**src/rtl/one_to_n_router.sv**
```systemverilog
// one_to_n_router: per-lane address-window request routing to N targets, plus
// per-target response FIFOs merged back to the pipeline by a locking
// round-robin arbiter.
module one_to_n_router #(
    parameter int NUM_REQS    = 4,
    parameter int NUM_TARGETS = 3,
    parameter int ADDR_W      = 30,
    parameter int DATA_W      = 32,
    parameter int TAG_W       = 8,
    parameter int RSP_DEPTH   = 2,
    // Window t is [TGT_BASE[t], TGT_END[t]); default leaves the last target
    // with an empty window so it only catches unmatched addresses.
    parameter logic [NUM_TARGETS-1:0][ADDR_W-1:0] TGT_BASE = {30'h0, 30'h100, 30'h0},
    parameter logic [NUM_TARGETS-1:0][ADDR_W-1:0] TGT_END  = {30'h0, 30'h200, 30'h100},
    parameter int DEFAULT_TGT = NUM_TARGETS - 1
) (
    input  logic                                               clk_i,
    input  logic                                               rst_i,
    // pipeline request side
    input  logic [NUM_REQS-1:0]                                pipe_req_valid,
    input  logic [NUM_REQS-1:0]                                pipe_req_rw,
    input  logic [NUM_REQS-1:0][3:0]                           pipe_req_byteen,
    input  logic [NUM_REQS-1:0][ADDR_W-1:0]                    pipe_req_addr,
    input  logic [NUM_REQS-1:0][DATA_W-1:0]                    pipe_req_data,
    input  logic [NUM_REQS-1:0][TAG_W-1:0]                     pipe_req_tag,
    output logic [NUM_REQS-1:0]                                pipe_req_ready,
    // per-target request ports
    output logic [NUM_TARGETS-1:0][NUM_REQS-1:0]               tgt_req_valid,
    output logic [NUM_TARGETS-1:0][NUM_REQS-1:0]               tgt_req_rw,
    output logic [NUM_TARGETS-1:0][NUM_REQS-1:0][3:0]          tgt_req_byteen,
    output logic [NUM_TARGETS-1:0][NUM_REQS-1:0][ADDR_W-1:0]   tgt_req_addr,
    output logic [NUM_TARGETS-1:0][NUM_REQS-1:0][DATA_W-1:0]   tgt_req_data,
    output logic [NUM_TARGETS-1:0][NUM_REQS-1:0][TAG_W-1:0]    tgt_req_tag,
    input  logic [NUM_TARGETS-1:0][NUM_REQS-1:0]               tgt_req_ready,
    // per-target response ports
    input  logic [NUM_TARGETS-1:0]                             tgt_rsp_valid,
    input  logic [NUM_TARGETS-1:0][TAG_W-1:0]                  tgt_rsp_tag,
    input  logic [NUM_TARGETS-1:0][NUM_REQS-1:0]               tgt_rsp_tmask,
    input  logic [NUM_TARGETS-1:0][NUM_REQS-1:0][DATA_W-1:0]   tgt_rsp_data,
    output logic [NUM_TARGETS-1:0]                             tgt_rsp_ready,
    // merged response to the pipeline
    output logic                                               pipe_rsp_valid,
    output logic [TAG_W-1:0]                                   pipe_rsp_tag,
    output logic [NUM_REQS-1:0]                                pipe_rsp_tmask,
    output logic [NUM_REQS-1:0][DATA_W-1:0]                    pipe_rsp_data,
    input  logic                                               pipe_rsp_ready
);

    localparam int TW = $clog2(NUM_TARGETS);
    localparam int PW = $clog2(RSP_DEPTH);

    logic [NUM_REQS-1:0][TW-1:0] lane_sel;

    // Per-lane target decode: lowest matching window wins, else the default.
    always_comb begin
        for (int l = 0; l < NUM_REQS; l++) begin
            lane_sel[l] = TW'(DEFAULT_TGT);
            for (int t = NUM_TARGETS - 1; t >= 0; t--) begin
                if (pipe_req_addr[l] >= TGT_BASE[t] && pipe_req_addr[l] < TGT_END[t])
                    lane_sel[l] = TW'(t);
            end
        end
    end

    // Steer each lane to its target only; everything else sees zeros.
    always_comb begin
        tgt_req_valid  = '0;
        tgt_req_rw     = '0;
        tgt_req_byteen = '0;
        tgt_req_addr   = '0;
        tgt_req_data   = '0;
        tgt_req_tag    = '0;
        pipe_req_ready = '0;
        for (int l = 0; l < NUM_REQS; l++) begin
            tgt_req_valid[lane_sel[l]][l]  = pipe_req_valid[l];
            tgt_req_rw[lane_sel[l]][l]     = pipe_req_rw[l];
            tgt_req_byteen[lane_sel[l]][l] = pipe_req_byteen[l];
            tgt_req_addr[lane_sel[l]][l]   = pipe_req_addr[l];
            tgt_req_data[lane_sel[l]][l]   = pipe_req_data[l];
            tgt_req_tag[lane_sel[l]][l]    = pipe_req_tag[l];
            pipe_req_ready[l]              = tgt_req_ready[lane_sel[l]][l];
        end
    end

    // ---------------- response side ----------------
    logic [NUM_TARGETS-1:0][PW:0] wptr_q, wptr_d, rptr_q, rptr_d;
    logic [TAG_W-1:0]                  mem_tag_q   [NUM_TARGETS][RSP_DEPTH];
    logic [TAG_W-1:0]                  mem_tag_d   [NUM_TARGETS][RSP_DEPTH];
    logic [NUM_REQS-1:0]               mem_tmask_q [NUM_TARGETS][RSP_DEPTH];
    logic [NUM_REQS-1:0]               mem_tmask_d [NUM_TARGETS][RSP_DEPTH];
    logic [NUM_REQS-1:0][DATA_W-1:0]   mem_data_q  [NUM_TARGETS][RSP_DEPTH];
    logic [NUM_REQS-1:0][DATA_W-1:0]   mem_data_d  [NUM_TARGETS][RSP_DEPTH];
    logic [NUM_TARGETS-1:0]            fifo_empty, fifo_full, push;
    logic [TW-1:0]                     rr_ptr_q, rr_ptr_d, lock_gnt_q, lock_gnt_d, gnt, gnt_rr;
    logic                              lock_q, lock_d, rsp_pop;

    // FIFO status; ready is forced low while reset is held.
    always_comb begin
        for (int t = 0; t < NUM_TARGETS; t++) begin
            fifo_empty[t]    = (wptr_q[t] == rptr_q[t]);
            fifo_full[t]     = (wptr_q[t][PW] != rptr_q[t][PW]) &&
                               (wptr_q[t][PW-1:0] == rptr_q[t][PW-1:0]);
            tgt_rsp_ready[t] = ~fifo_full[t] & ~rst_i;
            push[t]          = tgt_rsp_valid[t] & tgt_rsp_ready[t];
        end
    end

    // Round-robin pick from rr_ptr upward; a stalled grant stays locked.
    always_comb begin
        int idx;
        logic found;
        gnt_rr = rr_ptr_q;
        found  = 1'b0;
        for (int i = 0; i < NUM_TARGETS; i++) begin
            idx = int'(rr_ptr_q) + i;
            if (idx >= NUM_TARGETS) idx = idx - NUM_TARGETS;
            if (!found && !fifo_empty[idx]) begin
                gnt_rr = TW'(idx);
                found  = 1'b1;
            end
        end
        gnt            = lock_q ? lock_gnt_q : gnt_rr;
        pipe_rsp_valid = ~&fifo_empty;
        rsp_pop        = pipe_rsp_valid & pipe_rsp_ready;
        pipe_rsp_tag   = '0;
        pipe_rsp_tmask = '0;
        pipe_rsp_data  = '0;
        if (pipe_rsp_valid) begin
            pipe_rsp_tag   = mem_tag_q[gnt][rptr_q[gnt][PW-1:0]];
            pipe_rsp_tmask = mem_tmask_q[gnt][rptr_q[gnt][PW-1:0]];
            pipe_rsp_data  = mem_data_q[gnt][rptr_q[gnt][PW-1:0]];
        end
    end

    // Next-state for pointers, storage, arbiter pointer and lock.
    always_comb begin
        mem_tag_d   = mem_tag_q;
        mem_tmask_d = mem_tmask_q;
        mem_data_d  = mem_data_q;
        for (int t = 0; t < NUM_TARGETS; t++) begin
            wptr_d[t] = wptr_q[t] + (PW+1)'(push[t]);
            rptr_d[t] = rptr_q[t] + (PW+1)'(rsp_pop && (gnt == TW'(t)));
            if (push[t]) begin
                mem_tag_d[t][wptr_q[t][PW-1:0]]   = tgt_rsp_tag[t];
                mem_tmask_d[t][wptr_q[t][PW-1:0]] = tgt_rsp_tmask[t];
                mem_data_d[t][wptr_q[t][PW-1:0]]  = tgt_rsp_data[t];
            end
        end
        lock_d     = pipe_rsp_valid & ~pipe_rsp_ready;
        lock_gnt_d = gnt;
        rr_ptr_d   = rr_ptr_q;
        if (rsp_pop)
            rr_ptr_d = (gnt == TW'(NUM_TARGETS - 1)) ? '0 : gnt + TW'(1);
    end

    // State registers; reset empties every FIFO at once.
    always_ff @(posedge clk_i or posedge rst_i) begin
        if (rst_i) begin
            wptr_q     <= '0;
            rptr_q     <= '0;
            rr_ptr_q   <= '0;
            lock_q     <= 1'b0;
            lock_gnt_q <= '0;
            for (int t = 0; t < NUM_TARGETS; t++) begin
                for (int d = 0; d < RSP_DEPTH; d++) begin
                    mem_tag_q[t][d]   <= '0;
                    mem_tmask_q[t][d] <= '0;
                    mem_data_q[t][d]  <= '0;
                end
            end
        end else begin
            wptr_q      <= wptr_d;
            rptr_q      <= rptr_d;
            rr_ptr_q    <= rr_ptr_d;
            lock_q      <= lock_d;
            lock_gnt_q  <= lock_gnt_d;
            mem_tag_q   <= mem_tag_d;
            mem_tmask_q <= mem_tmask_d;
            mem_data_q  <= mem_data_d;
        end
    end

endmodule

```
**config.mk**
```make
export PLATFORM = sky130hd
export DESIGN_NAME = one_to_n_router
export DESIGN_NICKNAME = d
export VERILOG_FILES = /design/src/rtl/one_to_n_router.sv
export SDC_FILE = /design/constraint.sdc
export NUM_CORES = 2
export LEC_CHECK = 0
export CAP_MARGIN = 40
export CORE_AREA = 2 2 711 713
export CTS_CLUSTER_SIZE = 30
export DETAILED_ROUTE_END_ITERATION = 8
export DIE_AREA = 0 0 713 715
export REMOVE_ABC_BUFFERS = 1
export SETUP_SLACK_MARGIN = 0.5
export SLEW_MARGIN = 20
export SYNTH_ARGS = -nofsm -noshare
export SYNTH_HDL_FRONTEND = slang
export SYNTH_SLANG_ARGS = --single-unit
export TNS_END_PERCENT = 30
```
**constraint.sdc**
```tcl
create_clock -name clk_i -period 70.9 [get_ports clk_i]
set_clock_uncertainty 0.1 [all_clocks]
set_input_delay 10.635 -clock clk_i [delete_from_list [all_inputs] [get_ports clk_i]]
set_output_delay 10.635 -clock clk_i [all_outputs]
set_load 0.01 [all_outputs]
```
### Yosys cells after proc, flatten, opt, wreduce, memory -nomap -nowiden

Index checks and enable logic that the tools add are counted.
W data, S select, Z words.

| storage, ports and cells | value |
|---|---|
| flip-flop bits (word level) | 857 |
| input port bits | 742 |
| output and inout port bits | 1,060 |
| logic and storage cells | 303 |

| cells by class | value |
|---|---|
| $add $sub $neg | 12 |
| magnitude comparators | 39 |
| equal/unequal tests | 11 |
| multiplexer cells | 143 |
| bitwise gates (word level) | 24 |
| reduce and logical (&&, ||, !) cells | 29 |

Operators with widths:

| operator | number |
|---|---|
| $bwmux W384 | 3 |
| $bwmux W360 | 3 |
| $demux W128 S2 | 4 |
| $mux W128 | 8 |
| $demux W120 S2 | 4 |
| $bwmux W256 | 3 |
| $bmux W256 S2 | 1 |
| $mux W256 | 2 |
| $and A384 B384 Y384 | 1 |
| $demux W128 S1 | 3 |
| $and A360 B360 Y360 | 1 |
| $bwmux W96 | 3 |
| $demux W32 S2 | 4 |
| $mux W32 | 5 |
| $bwmux W48 | 3 |
| $demux W16 S2 | 4 |
| $ge A30 B1 Y1 const B | 4 |
| $ge A30 B9 Y1 const B | 4 |
| $lt A30 B10 Y1 const B | 4 |
| $lt A30 B9 Y1 const B | 4 |
| $mux W120 | 1 |
| $and A96 B96 Y96 | 1 |
| $lt A32 B4 Y1 const B | 3 |
| $mux W96 | 1 |
| 50 further kinds | 184 |

### Longest topological paths before layout

| depth | value |
|---|---|
| depth in word-level cells | 21 |
| mapped depth | 15 |
| gate-level depth less buffers | 12 |

### Least setup slack after synthesis

No wires, ideal clock.

| path | value |
|---|---|
| path kind | input-to-output |
| from | input port pipe_req_addr[27] (netlist name) |
| to | output port pipe_req_ready[0] |
| arrival | 12.380 ns |
| data required time | 60.165 ns |
| setup slack | 47.785 ns |
| stages on the path | 6 |
| path buffers | 2 |
| path through | or4_1 > nor4_1 > clkbuf_1 > clkbuf_1 > nor2_1 > a21oi_1 |

| on the way | value |
|---|---|
| longest elaborated chain between the ends | 6 |
| elaborated cells on any way between the ends | 10 |
| classes of those cells | 4 x order compare; 4 x mux; 2 x reduce/logical |

Ends and longest elaborated chain:

| element | line | RTL |
|---|---|---|
| start: declaration | 23 | `input logic [NUM_REQS-1:0][ADDR_W-1:0] pipe_req_addr,` |
| $ge A30 B9 Y1 or $lt A30 B10 Y1 (tied branches) | 59 | `if (pipe_req_addr[l] >= TGT_BASE[t] && pipe_req_addr[l] < TGT_END[t])` |
| $logic_and A1 B1 Y1 | 59 |  |
| $mux W2 | 59 |  |
| $mux W2 (*) | 59 |  |
| $bmux W4 S2 (*) | 81 | `pipe_req_ready[l] = tgt_req_ready[lane_sel[l]][l];` |
| $mux W1 (implied by the code) (*) | 81 |  |
| end: declaration | 26 | `output logic [NUM_REQS-1:0] pipe_req_ready,` |

Every way passes the cells marked *; elsewhere a longest branch is shown, timed or not. The select of a mux whose other input is x is not followed.

==> summary.md <==
| Metric | Value |
|---|---|
| Mux cell area share after synthesis | `0.237` |
| TritonRoute pass-1 iters | `5` |
| Cts hold-fix bufs | `0` |
| Sequential element share of the synthesized area | `0.467` |
| Die Area | `around 500000 µm²` |
| Final HPWL DP | `roughly 250000 µm` |
| Area growth from synthesis to layout | `59.2%` |
| Adder-cell area share of the yosys netlist | `0.00299` |
| Cells along the critical path | `clkdlybuf4s50_1, or4_1, nor4_2, buf_4, nor2b_4, buf_4, and2_1, clkdlybuf4s50_1` |
| DRC | `0` |
| Setup TNS | `0 ns` |
| Root Driver | `clkbuf_16` |
| Multi-input logic area | `22200 µm²` |
| Worst Slack Setup Final | `~46 ns` |
| Actual slew at the worst max-slew pin | `between 1 and 1.5 ns` |
| Clock latency on the worst-skew pair | `around 0.70 ns` |
| TritonCTS buffer count | `89` |
| Yosys top cell by area | `dfrtp_1` |
| GR Util met3 | `0.0482` |
| Chip height | `~720 µm` |
| Slowest cell delay on critical path | `~0.61 ns` |
| Port Buf Inserts | `1629` |
| CTS tree | `yes` |
| Prevailing post-synth register cell | `dfrtp_1` |
| Crit path DAT | `~14 ns` |
| Fin util | `0.145` |
| Status | `finished clean` |
| Crit start category | `primary input` |
| # setup viols final | `0` |
| Worst-path fanout max | `a little over 40` |
| Worst-path clk slew | `0.06 ns` |
| Wire per inst | `~25 µm` |
| Peak Freq | `a little over 0.04 GHz` |
| Setup Slack @ Placement | `45.63 ns` |
| Max-Cap Viols | `0` |
| Total GRT Usage | `0.116` |
| Count of cell types in the netlist | `51` |
| Hold crit path type | `reg2reg` |
| Die W | `713 µm` |
| Simple-gate portion of the synthesized area | `0.145` |
| Initial antenna violation count | `approximately 260` |
| Synth Register Bits | `857` |
| Met2 GRT Util | `0.213` |
| Ports | `1802` |
| Slew Limit Fails | `0` |
| Row count | `261` |
| Initial DRC count | `roughly 2500` |
| Synth top area cells | `dfrtp_1 (47%), mux2_2 (21%), nand2_1 (4.6%)` |
| Vias in the first global route | `about 38000` |
| Largest net degree at the start of global routing | `around 200` |
| Post-CTS Setup Bufs | `0` |
| Clock Sinks | `around 860` |
| Fillers | `~57000` |
| Post-Route WL | `between 300000 and 400000 µm` |
| Leak | `between 20 and 30 nW` |
| GR peak layer | `met2` |
| Total number of vias | `about 40000` |
| Post-synth ARST share | `1.00` |
| Placed Cells | `12200` |
| Share of cells above drive strength 1 | `0.196` |
| CP delay by family, top | `buffers and inverters` |
| Final non-filler cell total | `approximately 12000` |
| Fin crit share | `0.350` |
| Clock Path Buffers | `3` |
| Starting Density | `0.0914` |
| Drt via density | `3.23` |
| Post-Synth XOR/XNOR Area | `0.00373` |
| VDD IR max | `around 0.054 mV` |
| Largest family of logic cells by synthesized area | `multiplexers` |
| Storage cell area | `between 20000 and 25000 µm²` |
| Final Hold Fails | `0` |
| M1 GR Usage | `0.116` |
| Syn Area/Cell | `10.8 µm²` |
| Critical path buffer and inverter count | `4` |
| Core Area | `approximately 500000 µm²` |
| First-pass GRT wire length | `~390000 µm` |
| Compound-Gate Fraction of Synth Area | `0.0781` |
| Nets | `6389` |
| CP endpoint kind | `primary output` |
| Pwr Density | `49.1 nW/µm²` |
| Post_cts resized | `0` |
| RSZ-0062 raised after global routing | `false` |
| Top cell type's share of synthesized area | `0.467` |
| WS Path Type | `in2out` |
| Mapped Area | `46000 µm²` |
| Max transition margin | `0.311` |
| CTS HTree Levels | `3` |
| Post-synth EDFFs | `0` |
| CP max stage cell | `or4_1` |
| Routability cong. | `0.929` |
| Antenna viol nets, final | `0` |
| Synth warn | `0` |
| Minimum clock period | `around 25 ns` |
| Hold slack | `approximately 0.40 ns` |
| Critical Path RT | `about 60 ns` |
| Gr ovfl total | `0` |
| Synthesized instance count | `roughly 4200` |
final timing paths:
check | from | endpoint | slack, ns | depth (start not counted)
max in group asynchronous | rst_i | mem_data_q[277] | 58.21 | 6
min in group asynchronous | rst_i | wptr_q[3] | 10.37 | 2
hold reg to reg | mem_data_q[137] | mem_data_q[137] | 0.40 | 1
setup / recovery | pipe_req_addr[56] | tgt_req_data[35] | 46.07 | 8
setup reg to reg | rr_ptr_q[1] | rptr_q[3] | 66.61 | 12
hold / removal | mem_data_q[137] | mem_data_q[137] | 0.40 | 1
cells in the mapped netlist, drive strengths merged (2+ instances only):
| cell type | number |
|---|---|
| and2 | 224 |
| xor2 | 11 |
| o22ai | 2 |
| clkbuf | 369 |
| mux2 | 840 |
| o2111ai | 141 |
| nand4 | 5 |
| a32oi | 2 |
| nor3 | 11 |
| o32ai | 2 |
| nor2 | 15 |
| o21ai | 144 |
| a221o | 2 |
| or4 | 4 |
| ha | 11 |
| o211a | 140 |
| a21o | 2 |
| inv | 13 |
| nand2 | 569 |
| xnor2 | 6 |
| nand3 | 6 |
| nor4 | 16 |
| and3 | 216 |
| a21oi | 10 |
| buf | 236 |
| dfrtp | 857 |
| nor2b | 226 |
| nor3b | 2 |
| mux2i | 144 |
power by group:
group	total [mW]	internal [mW]	switching, mW
Clock	0.502	0.280	0.222
Sequential	0.869	0.741	0.128
Combinational	2.22	1.01	1.21
Total	3.59	2.03	1.56
registers in the layout (all words and copies together) (netlist names):
name	count
lock_q	1
rr_ptr_q	2
wptr_q	6
mem_data_q	768
lock_gnt_q	2
mem_tag_q	48
mem_tmask_q	24
rptr_q	6
placed cells by master, fill, tap and decap left out, types with 24 or more instances in the layout:
master	synthesis	final
conb_1	1	172
diode_2	0	61
o2111ai_1	141	141
and3_1	216	216
mux2i_1	144	144
dfrtp_1	857	857
buf_16	0	27
clkdlybuf4s50_1	0	1625
and2_1	224	223
clkbuf_1	369	24
buf_4	172	66
nand2_1	569	568
nor2b_1	226	222
o211a_1	140	140
mux2_2	840	840
o21ai_0	144	144
clkbuf_16	0	91
area by class of cell:
type                    instances  share of cell area
flip-flops and latches        857               0.293
diodes                         61             0.00209
clock inverters                32             0.00616
repair buffers               1739               0.244
clock buffers                 132              0.0355
inverters                      13            0.000838
multi-input cells            2936               0.304
well taps                    6706               0.115
per-layer routing:
layer / share of wire / wire length [µm]
met2: 0.52 / 160000
met4: 0.044 / 13700
met5: 0.0035 / 1100
met1: 0.34 / 105000
met3: 0.098 / 30600
kinds of logic after synthesis:
logic type      Yosys count
fa+ha+maj                11
other cells               1
flops                   857
simple gates           1296
compound gates          456
buf+inv                 618
mux                     984
xor+xnor                 17
per-stage QoR:
stage	instance area (µm²)	total power, mW
after floorplan	43600	2.07
after global placement	69000	3.04
after detailed placement	69800	3.14
after CTS	72900	3.67
after global routing	73100	3.82
final	73200	3.59
No activity file was read; power rests on OpenSTA's default activity.
